File: config.mk
export PLATFORM = sky130hd
export DESIGN_NAME = uart_tx_arbiter_flat
export DESIGN_NICKNAME = d
export VERILOG_FILES = /design/src/rtl/uart_arb_pkg.sv /design/src/rtl/uart_tx_arbiter_if.sv /design/src/rtl/uart_baud_gen.sv /design/src/rtl/uart_tx_arbiter.sv /design/src/flat_wrapper.sv
export SDC_FILE = /design/constraint.sdc
export NUM_CORES = 1
export LEC_CHECK = 0
export ABC_AREA = 1
export BUFFER_PORTS_ARGS = -buffer_cell sky130_fd_sc_hd__buf_2
export CORE_ASPECT_RATIO = 0.8
export CORE_UTILIZATION = 47
export CTS_CLUSTER_DIAMETER = 30
export DETAILED_ROUTE_END_ITERATION = 16
export PLACE_DENSITY = 0.73
export SYNTH_ARGS = -nofsm -noshare
export SYNTH_HDL_FRONTEND = slang
export SYNTH_SLANG_ARGS = --single-unit
File: constraint.sdc
create_clock -name clk -period 1.7 [get_ports clk]
set_input_delay 0.17 -clock clk [delete_from_list [all_inputs] [get_ports clk]]
set_output_delay 0.17 -clock clk [all_outputs]
set_load 0.01 [all_outputs]
File: src/rtl/uart_arb_pkg.sv
`default_nettype none
// ============================================================================
//  Module      : uart_arb_pkg
//  Description : Shared types and constants for the UART transmit arbiter.
//  Revision    : 1.0 - initial release
// ============================================================================
package uart_arb_pkg;

    typedef enum logic [1:0] {
        ST_IDLE      = 2'd0,
        ST_START     = 2'd1,
        ST_WAIT_BUSY = 2'd2,
        ST_WAIT_DONE = 2'd3
    } arb_state_t;

    // 100 MHz system clock divided down to 9600 baud
    localparam int c_BAUD_DIV_DEFAULT = 10417;

    function automatic int grant_width(input int nreq);
        return (nreq <= 2) ? 1 : $clog2(nreq);
    endfunction

endpackage
`default_nettype wire

File: src/rtl/uart_tx_arbiter_if.sv
`default_nettype none
// ============================================================================
//  Module      : uart_tx_arbiter_if
//  Description : Requester and serializer signals of the UART transmit arbiter.
//  Revision    : 1.0 - initial release
// ============================================================================
interface uart_tx_arbiter_if
    import uart_arb_pkg::*;
#(
    parameter int NREQ = 4
);
    localparam int c_GW = grant_width(NREQ);

    logic [NREQ-1:0]   req_valid;
    logic [NREQ*8-1:0] req_data;
    logic [NREQ-1:0]   req_ready;
    logic              tx_start;
    logic              tx_en;
    logic [7:0]        tx_data;
    logic              tx_busy;
    logic [c_GW-1:0]   grant_id;
    logic              ctrl_busy;
    logic              tx_err;

    modport master (
        input  req_valid, req_data, tx_busy,
        output req_ready, tx_start, tx_en, tx_data, grant_id, ctrl_busy, tx_err
    );

    modport slave (
        output req_valid, req_data, tx_busy,
        input  req_ready, tx_start, tx_en, tx_data, grant_id, ctrl_busy, tx_err
    );

endinterface
`default_nettype wire

File: src/rtl/uart_baud_gen.sv
`default_nettype none
// ============================================================================
//  Module      : uart_baud_gen
//  Description : Free-running baud divider with synchronous clear.
//  Revision    : 1.0 - initial release
// ============================================================================
module uart_baud_gen
    import uart_arb_pkg::*;
#(
    parameter int BAUD_DIV = c_BAUD_DIV_DEFAULT
) (
    input  wire  clk,
    input  wire  rst_n,
    input  wire  i_clr,
    output logic o_tick
);

    localparam int                 c_CNT_W = (BAUD_DIV > 1) ? $clog2(BAUD_DIV) : 1;
    localparam logic [c_CNT_W-1:0] c_LAST  = c_CNT_W'(BAUD_DIV - 1);

    logic [c_CNT_W-1:0] r_cnt;

    always_ff @(posedge clk) begin
        if (!rst_n || i_clr) begin
            r_cnt <= '0;
        end else if (r_cnt == c_LAST) begin
            r_cnt <= '0;
        end else begin
            r_cnt <= r_cnt + c_CNT_W'(1);
        end
    end

    // Masking during clear aligns the first tick of a frame to BAUD_DIV cycles
    assign o_tick = (r_cnt == c_LAST) && !i_clr;

endmodule
`default_nettype wire

File: src/rtl/uart_tx_arbiter.sv
`default_nettype none
// ============================================================================
//  Module      : uart_tx_arbiter
//  Description : Round-robin sharing of one byte serializer among NREQ
//                producers; UART_ARB_FIXED_PRIO_EN selects fixed priority.
//  Revision    : 1.0 - initial release
// ============================================================================
module uart_tx_arbiter
    import uart_arb_pkg::*;
#(
    parameter int NREQ       = 4,
    parameter int BAUD_DIV   = c_BAUD_DIV_DEFAULT,
    parameter int WDOG_TICKS = 3
) (
    input  wire               clk,
    input  wire               rst_n,
    uart_tx_arbiter_if.master bus
);

    localparam int              c_GW        = grant_width(NREQ);
    localparam int              c_WW        = $clog2(WDOG_TICKS + 1);
    localparam logic [c_GW:0]   c_NREQ_W    = (c_GW + 1)'(NREQ);
    localparam logic [c_GW-1:0] c_LAST_ID   = c_GW'(NREQ - 1);
    localparam logic [c_WW-1:0] c_WDOG_LAST = c_WW'(WDOG_TICKS - 1);

    arb_state_t        r_state;
    arb_state_t        w_state_nxt;
    logic [c_GW-1:0]   r_grant_id;
    logic [7:0]        r_tx_data;
    logic [c_WW-1:0]   r_wdog_cnt;
    logic [c_GW-1:0]   w_base;
    logic [c_GW-1:0]   w_winner;
    logic [c_GW:0]     w_sum;
    logic              w_found;
    logic              w_accept;
    logic              w_tick;
    logic              w_clr;
    logic [2*NREQ-1:0] w_rot;
    logic [7:0]        w_bytes [NREQ];

    for (genvar gi = 0; gi < NREQ; gi++) begin : g_req_bytes
        assign w_bytes[gi] = bus.req_data[8*gi +: 8];
    end

`ifdef UART_ARB_FIXED_PRIO_EN
    assign w_base = '0;
`else
    logic [c_GW-1:0] r_rr_ptr;

    always_ff @(posedge clk) begin
        if (!rst_n) begin
            r_rr_ptr <= '0;
        end else if (r_state == ST_WAIT_DONE && !bus.tx_busy) begin
            r_rr_ptr <= (r_grant_id == c_LAST_ID) ? '0 : r_grant_id + c_GW'(1);
        end
    end

    assign w_base = r_rr_ptr;
`endif

    // Rotating the request vector by the search base makes bit 0 the highest priority
    assign w_rot = {bus.req_valid, bus.req_valid} >> w_base;

    always_comb begin
        w_found  = 1'b0;
        w_winner = '0;
        w_sum    = '0;
        for (int j = 0; j < NREQ; j++) begin
            if (!w_found && w_rot[j]) begin
                w_found = 1'b1;
                w_sum   = {1'b0, w_base} + (c_GW + 1)'(j);
                if (w_sum >= c_NREQ_W) begin
                    w_sum = w_sum - c_NREQ_W;
                end
                w_winner = w_sum[c_GW-1:0];
            end
        end
    end

    uart_baud_gen #(
        .BAUD_DIV (BAUD_DIV)
    ) u_baud_gen (
        .clk    (clk),
        .rst_n  (rst_n),
        .i_clr  (w_clr),
        .o_tick (w_tick)
    );

    always_comb begin
        w_state_nxt  = r_state;
        w_accept     = 1'b0;
        w_clr        = 1'b0;
        bus.tx_start = 1'b0;
        bus.tx_err   = 1'b0;
        case (r_state)
            ST_IDLE: begin
                if (w_found) begin
                    w_accept    = 1'b1;
                    w_state_nxt = ST_START;
                end
            end
            ST_START: begin
                bus.tx_start = 1'b1;
                w_clr        = 1'b1;
                w_state_nxt  = ST_WAIT_BUSY;
            end
            ST_WAIT_BUSY: begin
                if (bus.tx_busy) begin
                    w_state_nxt = ST_WAIT_DONE;
                end else if (w_tick && r_wdog_cnt == c_WDOG_LAST) begin
                    bus.tx_err  = 1'b1;
                    w_state_nxt = ST_IDLE;
                end
            end
            ST_WAIT_DONE: begin
                if (!bus.tx_busy) begin
                    w_state_nxt = ST_IDLE;
                end
            end
            default: w_state_nxt = ST_IDLE;
        endcase
    end

    always_comb begin
        bus.req_ready = '0;
        if (w_accept) begin
            bus.req_ready[w_winner] = 1'b1;
        end
    end

    always_ff @(posedge clk) begin
        if (!rst_n) begin
            r_state    <= ST_IDLE;
            r_grant_id <= '0;
            r_tx_data  <= '0;
            r_wdog_cnt <= '0;
        end else begin
            r_state <= w_state_nxt;
            if (w_accept) begin
                r_grant_id <= w_winner;
                r_tx_data  <= w_bytes[w_winner];
            end
            if (r_state == ST_START) begin
                r_wdog_cnt <= '0;
            end else if (r_state == ST_WAIT_BUSY && w_tick) begin
                r_wdog_cnt <= r_wdog_cnt + c_WW'(1);
            end
        end
    end

    assign bus.tx_en     = w_tick;
    assign bus.tx_data   = r_tx_data;
    assign bus.grant_id  = r_grant_id;
    assign bus.ctrl_busy = (r_state != ST_IDLE);

endmodule
`default_nettype wire

File: src/flat_wrapper.sv
// flat-port wrapper written by rule: the top's interface ports become plain ports
module uart_tx_arbiter_flat import uart_arb_pkg::*;
#(
    parameter int NREQ       = 4,
    parameter int BAUD_DIV   = c_BAUD_DIV_DEFAULT,
    parameter int WDOG_TICKS = 3
)
  (clk, rst_n, bus_req_valid, bus_req_data, bus_tx_busy, bus_req_ready, bus_tx_start, bus_tx_en, bus_tx_data, bus_grant_id, bus_ctrl_busy, bus_tx_err);
  uart_tx_arbiter_if #(.NREQ(NREQ)) bus_i ();
  input  wire clk;
  input  wire rst_n;
  input wire logic [$bits(bus_i.req_valid)-1:0] bus_req_valid;
  input wire logic [$bits(bus_i.req_data)-1:0] bus_req_data;
  input wire logic [$bits(bus_i.tx_busy)-1:0] bus_tx_busy;
  output wire logic [$bits(bus_i.req_ready)-1:0] bus_req_ready;
  output wire logic [$bits(bus_i.tx_start)-1:0] bus_tx_start;
  output wire logic [$bits(bus_i.tx_en)-1:0] bus_tx_en;
  output wire logic [$bits(bus_i.tx_data)-1:0] bus_tx_data;
  output wire logic [$bits(bus_i.grant_id)-1:0] bus_grant_id;
  output wire logic [$bits(bus_i.ctrl_busy)-1:0] bus_ctrl_busy;
  output wire logic [$bits(bus_i.tx_err)-1:0] bus_tx_err;
  assign bus_i.req_valid = bus_req_valid;
  assign bus_i.req_data = bus_req_data;
  assign bus_i.tx_busy = bus_tx_busy;
  assign bus_req_ready = bus_i.req_ready;
  assign bus_tx_start = bus_i.tx_start;
  assign bus_tx_en = bus_i.tx_en;
  assign bus_tx_data = bus_i.tx_data;
  assign bus_grant_id = bus_i.grant_id;
  assign bus_ctrl_busy = bus_i.ctrl_busy;
  assign bus_tx_err = bus_i.tx_err;
  uart_tx_arbiter #(.NREQ(NREQ), .BAUD_DIV(BAUD_DIV), .WDOG_TICKS(WDOG_TICKS)) u_core (.clk(clk), .rst_n(rst_n), .bus(bus_i));
endmodule
# Yosys cells after proc, flatten, opt, wreduce, memory -nomap -nowiden
# Cells that the tools add are included.
dict set report totals {
  register_bits 30
  in_bits 39
  word_cells 85
}
dict set report classes {
  add_sub_neg 10
  magnitude_cmp 7
  n_eq_ne 9
  shift 1
  n_mux 30
  n_bitwise 2
  reduce_logical 20
}
# op count
set op_table {}
lappend op_table {{$mux 2} 13}
lappend op_table {{$bmux 8 s2} 1}
lappend op_table {{$mux 8} 2}
lappend op_table {{$add 14x1->14 const B} 1}
lappend op_table {{$eq 14x14->1 const B} 1}
lappend op_table {{$ge 3x3->1 const B} 4}
lappend op_table {{$mux 1} 11}
lappend op_table {{$eq 2x2->1 const B} 4}
lappend op_table {{$logic_and 1x1->1} 8}
lappend op_table {{$pmux 2 s4} 1}
lappend op_table {{$shr 8x2->4} 1}
lappend op_table {{$sub 2x1->2 const B} 4}
lappend op_table {{$add 2x2->3 const B} 2}
lappend op_table {{$logic_not 1->1} 6}
lappend op_table {{$add 2x1->2 const B} 2}
lappend op_table {{$mux 4} 1}
lappend op_table {{$reduce_or 2->1} 2}
lappend op_table {{$add 2x1->3 const B} 1}
lappend op_table {{$ge 2x3->1 const B} 1}
lappend op_table {{$lt 2x3->1 const B} 1}
lappend op_table {{$ne 3x2->1 const B} 1}
lappend op_table {{$not 2->3} 1}
lappend op_table {{$reduce_and 3->1} 1}
lappend op_table {{$demux 1 s2} 1}
lappend op_table {{other kinds (8)} 8}

# Depth between registers and ports, before layout
# Gate-level depths: netlist of the first run.
dict set report logic_depth {
  ltp_word 16
  ltp_mapped 14
}

# Hierarchy
# A second synthesis of the first run with hierarchy kept.
dict set report hier_totals {
  cells_unflattened 353
  area_unflattened_um2 2188.3
}
# mod instances cells_per_inst area_each_um2 seq_area_each_um2
set by_module_without_submodules {}
lappend by_module_without_submodules {uart_tx_arbiter 1 236 1430.1 320.3}
lappend by_module_without_submodules {uart_baud_gen 1 117 758.2 280.3}

# Least setup slack after synthesis of the first run
# Ideal clock, no wire load.
dict set report synth_path {
  path_kind {reg2out}
  startpoint {reg u_core.r_rr_ptr[1]}
  endpoint {out bus_req_ready[0]}
  arrival_ns 1.539
  t_required_ns 1.530
  slack_ns -0.009
  stages_incl_launch_ff 14
  n_path_buf 2
  path_cell_list {dfxtp_1 > buf_2 > inv_2 > nand3_2 > nand2_2 > nor2_2 > nor2_2 > nand2_4 > nand2_4 > buf_6 > inv_2 > nor2_2 > inv_2 > nor2_1}
}
dict set report synth_between {
  elab_chain_cells 16
  word_cells_on_any_way 38
  classes_between {7 x add/sub; 6 x order compare; 1 x shift; 17 x mux; 7 x reduce/logical}
}
# item line
set synth_rtl {}
lappend synth_rtl {{start, declared} uart_tx_arbiter.sv:48} ;# logic [c_GW-1:0] r_rr_ptr;
lappend synth_rtl {{start signal, assigned} uart_tx_arbiter.sv:54} ;# r_rr_ptr <= (r_grant_id == c_LAST_ID) ? '0 : r_grant_id + c_GW'(1);
lappend synth_rtl {{branches (longest 15 deep; another with $add 2x1->3)} -}
lappend synth_rtl {{$mux 4 (*)} uart_tx_arbiter.sv:126} ;# if (w_accept) begin
lappend synth_rtl {{end, declared} flat_wrapper.sv:15} ;# output wire logic [$bits(bus_i.req_ready)-1:0] bus_req_ready;
# Mark *: on every way between the ends.

# Final worst setup path of the first run
dict set report layout_path {
  startpoint {reg u_core.r_rr_ptr[0]}
  endpoint {out bus_req_ready[2]}
}
# The elaborated chain is that of the path after synthesis.

==> results of run 1 <==
-- sequential cells by signal, indices dropped and copies added (netlist names) --
name,count
u_core.bus.grant_id,2
u_core.bus.tx_data,8
u_core.r_rr_ptr,2
u_core.r_state,2
u_core.r_wdog_cnt,2
u_core.u_baud_gen.r_cnt,14
-- Yosys cell counts --
library cell,instances,area [um2]
nand4_2,1,12.5
nand2_4,2,22.5
nor2_2,3,18.8
buf_4,1,7.51
nor3b_1,2,15.0
xor2_1,3,26.3
nor3_1,6,30.0
clkbuf_1,1,3.75
nand4_1,6,37.5
nand2_1,58,218
nor4_1,1,6.26
buf_6,2,22.5
nand2_2,7,43.8
a21oi_1,11,55.1
nand3_2,3,30.0
inv_1,70,263
nand3_1,52,260
o21ai_0,11,55.1
inv_2,6,22.5
o2111ai_1,1,8.76
a21oi_2,2,17.5
xnor2_1,2,17.5
nor2_1,44,165
dfxtp_1,30,601
ha_1,4,50.1
buf_2,4,20.0
-- final timing paths --
path / from / end / slack [ps] / cells past startpoint
max: u_core.r_rr_ptr[0] / bus_req_ready[2] / -480 / 14
min: rst_n / u_core.bus.grant_id[1] / 200 / 3
max reg2reg: u_core.r_rr_ptr[0] / u_core.bus.tx_data[7] / -340 / 15
min reg2reg: u_core.u_baud_gen.r_cnt[13] / u_core.u_baud_gen.r_cnt[13] / 500 / 2
-- power groups by stage --
stage	clock (W)	combinational [W]	sequential (W)
floorplan	0	0.000469	0.000849
global placement	0	0.000784	0.000833
detailed placement	0	0.000797	0.000833
CTS	0.000678	0.000897	0.000826
global route	0.000725	0.00111	0.000843
finish	0.000684	0.00103	0.000841
-- worst max-delay path, stage by stage (launching register included) --
cell and delay [ps]:
dfxtp_4 360, buf_8 140, nand2_2 80, nand3_4 90, nand2_4 110, nor2_2 50
buf_4 130, nor2_4 110, nand2_4 60, nand2_4 80, inv_4 50, nor2_4 70
inv_2 40, nor2_1 150, buf_2 180
-- cell families after synthesis --
family,synth area share
xor gates and xnor gates,0.0216
and+or+nand+nor,0.424
buffers and inverters,0.167
DFF,0.296
adders and majority gates,0.0247
AOI/OAI and AO/OA,0.0672
-- repair_timing --
action / CTS / global route
gates cloned: 0 / 0
pin swaps: 15 / 20
hold buffers: 0 / 0
gates resized for setup: 33 / 58
setup endpoints to repair: 18 / 23
setup buffers: 7 / 8
-- area by class of cell --
cell class,count,share of cell area
Multi-Input combinational cell,219,0.433
Timing Repair Buffer,105,0.225
Inverter,76,0.0935
Clock buffer,8,0.0346
Tap cell,55,0.0216
Sequential cell,30,0.192
-- stage by stage --
stage               area [um2]  power (W)
floorplan                 2030    0.00132
global placement          2610    0.00162
detailed placement        2610    0.00163
CTS                       2890    0.00240
global route              3190    0.00268
finish                    3190    0.00255
-- cells in the final DEF (no fill, tap or decap), types with 3 or more instances in the layout --
cell,count
buf_6,9
a21oi_1,10
nand3_2,5
inv_1,67
nand2_1,48
inv_2,4
nor3_1,4
dfxtp_4,3
xor2_1,3
nand3_4,6
nor2_1,36
clkbuf_8,8
nand2_2,11
dfxtp_1,26
nand3_1,44
buf_4,38
nor2_4,5
inv_4,5
o21ai_0,6
nand2_4,8
nand4_1,6
o21ai_1,4
nor2_2,6
buf_2,55
-- routing by layer --
metal | share of wire | wire length, um | vias up | track usage
met4 | 0.041 | 289 | 0 | 0.103
met2 | 0.50 | 3560 | 129 | 0.471
met5 | 0 | 0 | - | 0
met1 | 0.39 | 2810 | 1183 | 0.297
met3 | 0.065 | 465 | 33 | 0.0581
li1 | - | - | 1241 | -
==> run_results.csv, run 1 <==
group,metric,value,unit
floorplanning,pin_count,57,
drt,vias,2586,
finish,seqCellArea,613,um2
timing,max_freq,459,MHz
grt,grt_usage,0.259,
drt,route.detailed.wl_per_inst,14.5,um
clock_tree,cts_root_buffer,"clkbuf_8",
outcome,status,"complete, but fails checks",
finish,n_fill_cell,263,
drt,postRouteAntennaNets,0,
pwr,swShare,0.361,
drt,routed_wl,7.13,mm
setup_path,crit_arrival,2010,ps
timing,relSlewSlack,0.753,
floorplanning,die_w,75.5,um
grt,grt_pass1_vias,2198,
drt,drtIter0Drc,175,
placement,hpwlAfterDp,3.71,mm
floorplanning,die_y,60.8,um
timing,fin_tns_setup,-6400,ps
pwr,ir_worst_vdd,0.654,mV
timing,finalSetupViolCount,31,
outcome,violations,"negative setup slack",
timing,rsz0062_at_grt,"yes",
setup_path,path_max_fanout,7,
placement,pre_cts_slack,-277,ps
timing,fin_skew,4.89,ps
clock_tree,h-tree-depth,2,
clock_tree,cts_tree,"done",
timing,worst_hold_slack,197,ps
logic_synthesis,synth-seq-cells,30,
floorplanning,core_area,3950,um2
finish,n_antenna_cell,0,
grt,grt_pass1_wl,8.97,mm
placement,numPortBuffers,56,
job,maxCapViolations,0,
setup_path,endpoint_kind,"output port",
floorplanning,row_count,20,
pwr,power_density,802,nW/um2
timing,hold_viol,0,
pwr,pwr-share-seq,0.329,
logic_synthesis,yosysSeqAreaShare,0.296,
drt,drt-vias-per-instance,5.25,
pwr,intPower,0.00163,W
clock_tree,clock-sinks,30,
drt,drc,0,
drt,dr.pass1.iters,7,
pwr,power_leakage,1.70,nW
grt,grt_max_degree,17,
logic_synthesis,synth.avg_cell_area,6.09,um2
finish,multi_input_area,1380,um2
timing,setup_ws,-477,ps
clock_tree,clockBufferDepth,2,
clock_tree,clk_pin_slew,60,ps
finish,final_util,0.806,
setup_path,cp_data_required_time,1530,ps
timing,final_max_slew_viol_count,0,
logic_synthesis,yosysWarnings,0,
pwr,power_frac_comb,0.403,
finish,final_nets,480,
placement,place_congestion,0.821,
finish,drive_above_1_share,0.411,
timing,worst_pin_slew,370,ps
timing,post-route-period-util,1.28,
logic_synthesis,netlist_area,2030,um2
clock_tree,numCtsBuffers,5,
grt,gr-total-overflow,0,
setup_path,path_class,"reg -> out",
timing,min_period,2180,ps
finish,area_delta_synth_final,57.0,%
placement,dp_cells,470,
clock_tree,clock_latency,280,ps
finish,fin_cells,493,
logic_synthesis,syn_inst,333,
logic_synthesis,syn_nets,376,
grt,antenna_found_initial,0,
floorplanning,initial_core_util,0.513,
floorplanning,die_area,4590,um2
pwr,power.net_switching,0.000922,W
pwr,pwr-share-clk,0.268,
worst_hold_path,hp-class,"in -> reg",
setup_path,crit_path_start_kind,"register",
logic_synthesis,ys_types,26,
(Power assumes the default switching activity.)
==> run 2: changes to the inputs <==
--- a/config.mk
+++ b/config.mk
@@ -8,10 +8,11 @@
 export ABC_AREA = 1
 export BUFFER_PORTS_ARGS = -buffer_cell sky130_fd_sc_hd__buf_2
 export CORE_ASPECT_RATIO = 0.8
-export CORE_UTILIZATION = 47
+export CORE_UTILIZATION = 49
+export CTS_BUF_LIST = sky130_fd_sc_hd__clkbuf_4
 export CTS_CLUSTER_DIAMETER = 30
 export DETAILED_ROUTE_END_ITERATION = 16
-export PLACE_DENSITY = 0.73
+export PLACE_DENSITY = 0.76
 export SYNTH_ARGS = -nofsm -noshare
 export SYNTH_HDL_FRONTEND = slang
 export SYNTH_SLANG_ARGS = --single-unit
==> run 2 against run 1 <==
Net effect:
- the run still ends with negative setup slack left
- register-to-register slack improved by 40 ps
- clock-buffer cell count decreased by 3
- final cell count increased by 0.61%
- hold slack got worse by 42 ps
- critical path type unchanged
- largest power group unchanged
==> run_results.csv, run 2 (same netlist as run 1, synthesis figures left out) <==
group,metric,value,unit
timing,min_period,2290,ps
timing,rsz0062_at_grt,"yes",
clock_tree,clock-sinks,30,
setup_path,cp_data_required_time,1530,ps
grt,antenna_found_initial,0,
drt,route.detailed.wl_per_inst,15.8,um
floorplanning,row_count,20,
drt,postRouteAntennaNets,0,
timing,post-route-period-util,1.34,
floorplanning,initial_core_util,0.523,
finish,regMostFlops,"u_core.u_baud_gen.r_cnt",
pwr,ir_worst_vdd,0.598,mV
clock_tree,clockBufferDepth,2,
finish,design_area,3190,um2
placement,numPortBuffers,56,
grt,grt_pass1_wl,9.73,mm
clock_tree,clk_pin_slew,100,ps
timing,fin_tns_setup,-5180,ps
timing,finalSetupViolCount,21,
floorplanning,core_area,3880,um2
setup_path,crit_arrival,2120,ps
finish,largest_reg_flops,14,
placement,place_congestion,0.845,
finish,drive_above_1_share,0.422,
floorplanning,pin_count,57,
grt,grt_max_degree,17,
drt,drtIter0Drc,249,
finish,final_common_cell,"inv_1",
setup_path,path_class,"reg -> out",
clock_tree,numCtsBuffers,5,
placement,hpwlAfterDp,3.79,mm
finish,final_util,0.822,
finish,area_delta_synth_final,57.0,%
timing,relSlewSlack,0.745,
floorplanning,die_area,4400,um2
finish,layout_common_cells,"inv_1 (66), buf_2 (55), nand2_1 (45)",
timing,worst_hold_slack,155,ps
timing,hold_viol,0,
timing,setup_ws,-586,ps
grt,gr-total-overflow,0,
timing,fin_skew,6.96,ps
finish,n_fill_cell,232,
drt,routed_wl,7.85,mm
grt,grt_usage,0.295,
drt,highest_layer,"met4",
clock_tree,clock_latency,340,ps
clock_tree,h-tree-depth,2,
drt,wl_met2,3.81,mm
drt,dr.pass1.iters,6,
clock_tree,cts_tree,"done",
timing,final_max_slew_viol_count,0,
floorplanning,die_y,59.6,um
setup_path,path_max_fanout,4,
outcome,status,"complete, but fails checks",
drt,wirelength_met1,3.05,mm
drt,met3_length,532,um
clock_tree,cts_root_buffer,"clkbuf_4",
drt,drc,0,
placement,place_area,2640,um2
drt,drt-vias-per-instance,5.44,
finish,n_antenna_cell,0,
floorplanning,die_w,74.0,um
timing,worst_pin_slew,381,ps
worst_hold_path,hp-class,"in -> reg",
pwr,power_leakage,1.68,nW
finish,final_nets,484,
setup_path,endpoint_kind,"output port",
pwr,power_density,737,nW/um2
timing,max_freq,437,MHz
outcome,violations,"negative setup slack",
job,maxCapViolations,0,
setup_path,crit_path_start_kind,"register",
grt,grt_pass1_vias,2342,
drt,vias,2698,
==> run 2: repair_timing <==
action	CTS	global route
setup endpoints to repair	17	33
setup buffers	15	5
pin swaps	28	24
hold buffers	0	0
gates resized for setup	49	51
==> run 2: worst paths after layout <==
path	end	cells past startpoint	slack (ps)	from
worst max-delay path	bus_req_ready[2]	13	-590	u_core.r_rr_ptr[0]
worst min-delay path	u_core.bus.grant_id[1]	3	150	rst_n
worst max register to register	u_core.bus.tx_data[1]	14	-300	u_core.r_rr_ptr[0]
worst min register to register	u_core.u_baud_gen.r_cnt[11]	2	520	u_core.u_baud_gen.r_cnt[10]
==> run 2: layout make-up <==
type | count | area, um2 | area share
Multi-Input combinational cell | 219 | 1410 | 0.442
Timing Repair Buffer | 109 | 749 | 0.235
Sequential cell | 30 | 608 | 0.191
Inverter | 76 | 305 | 0.0958
Tap cell | 55 | 68.8 | 0.0216
Clock buffer | 5 | 37.5 | 0.0118
Clock inverter | 2 | 10.0 | 0.00314
==> run 2: per-layer routing <==
| layer | global-route usage | up-vias |
|---|---|---|
| li1 | - | 1249 |
| met2 | 0.509 | 161 |
| met5 | 0 | - |
| met1 | 0.326 | 1239 |
| met3 | 0.0782 | 49 |
| met4 | 0.176 | 0 |
==> run 2: stage by stage <==
step / setup slack (ps) / cells / total power (W)
after floorplan: -9.11 / 333 / 0.00132
after global placement: -206 / 474 / 0.00163
after detailed placement: -301 / 474 / 0.00165
after CTS: -361 / 495 / 0.00217
after global routing: -647 / 496 / 0.00246
final: -586 / 496 / 0.00235
==> run 2: worst max-delay path: stages, from the launching register on <==
cell     delay (ps)
dfxtp_4         380
buf_6           130
nand2_1         120
nand2_1         120
nand2_1          80
nand2_1          60
a21oi_2         150
nand2_2         110
nand2_4         110
inv_4            50
nor2_4           80
inv_2            50
nor2_1          140
buf_2           180
==> run 2: report_power, final <==
group	leakage, nW	switching (W)	internal [W]
clock	0.0308	0.000277	0.000149
sequential	0.247	0.0000579	0.000773
combinational	1.41	0.000631	0.000460
total	1.68	0.000965	0.00138
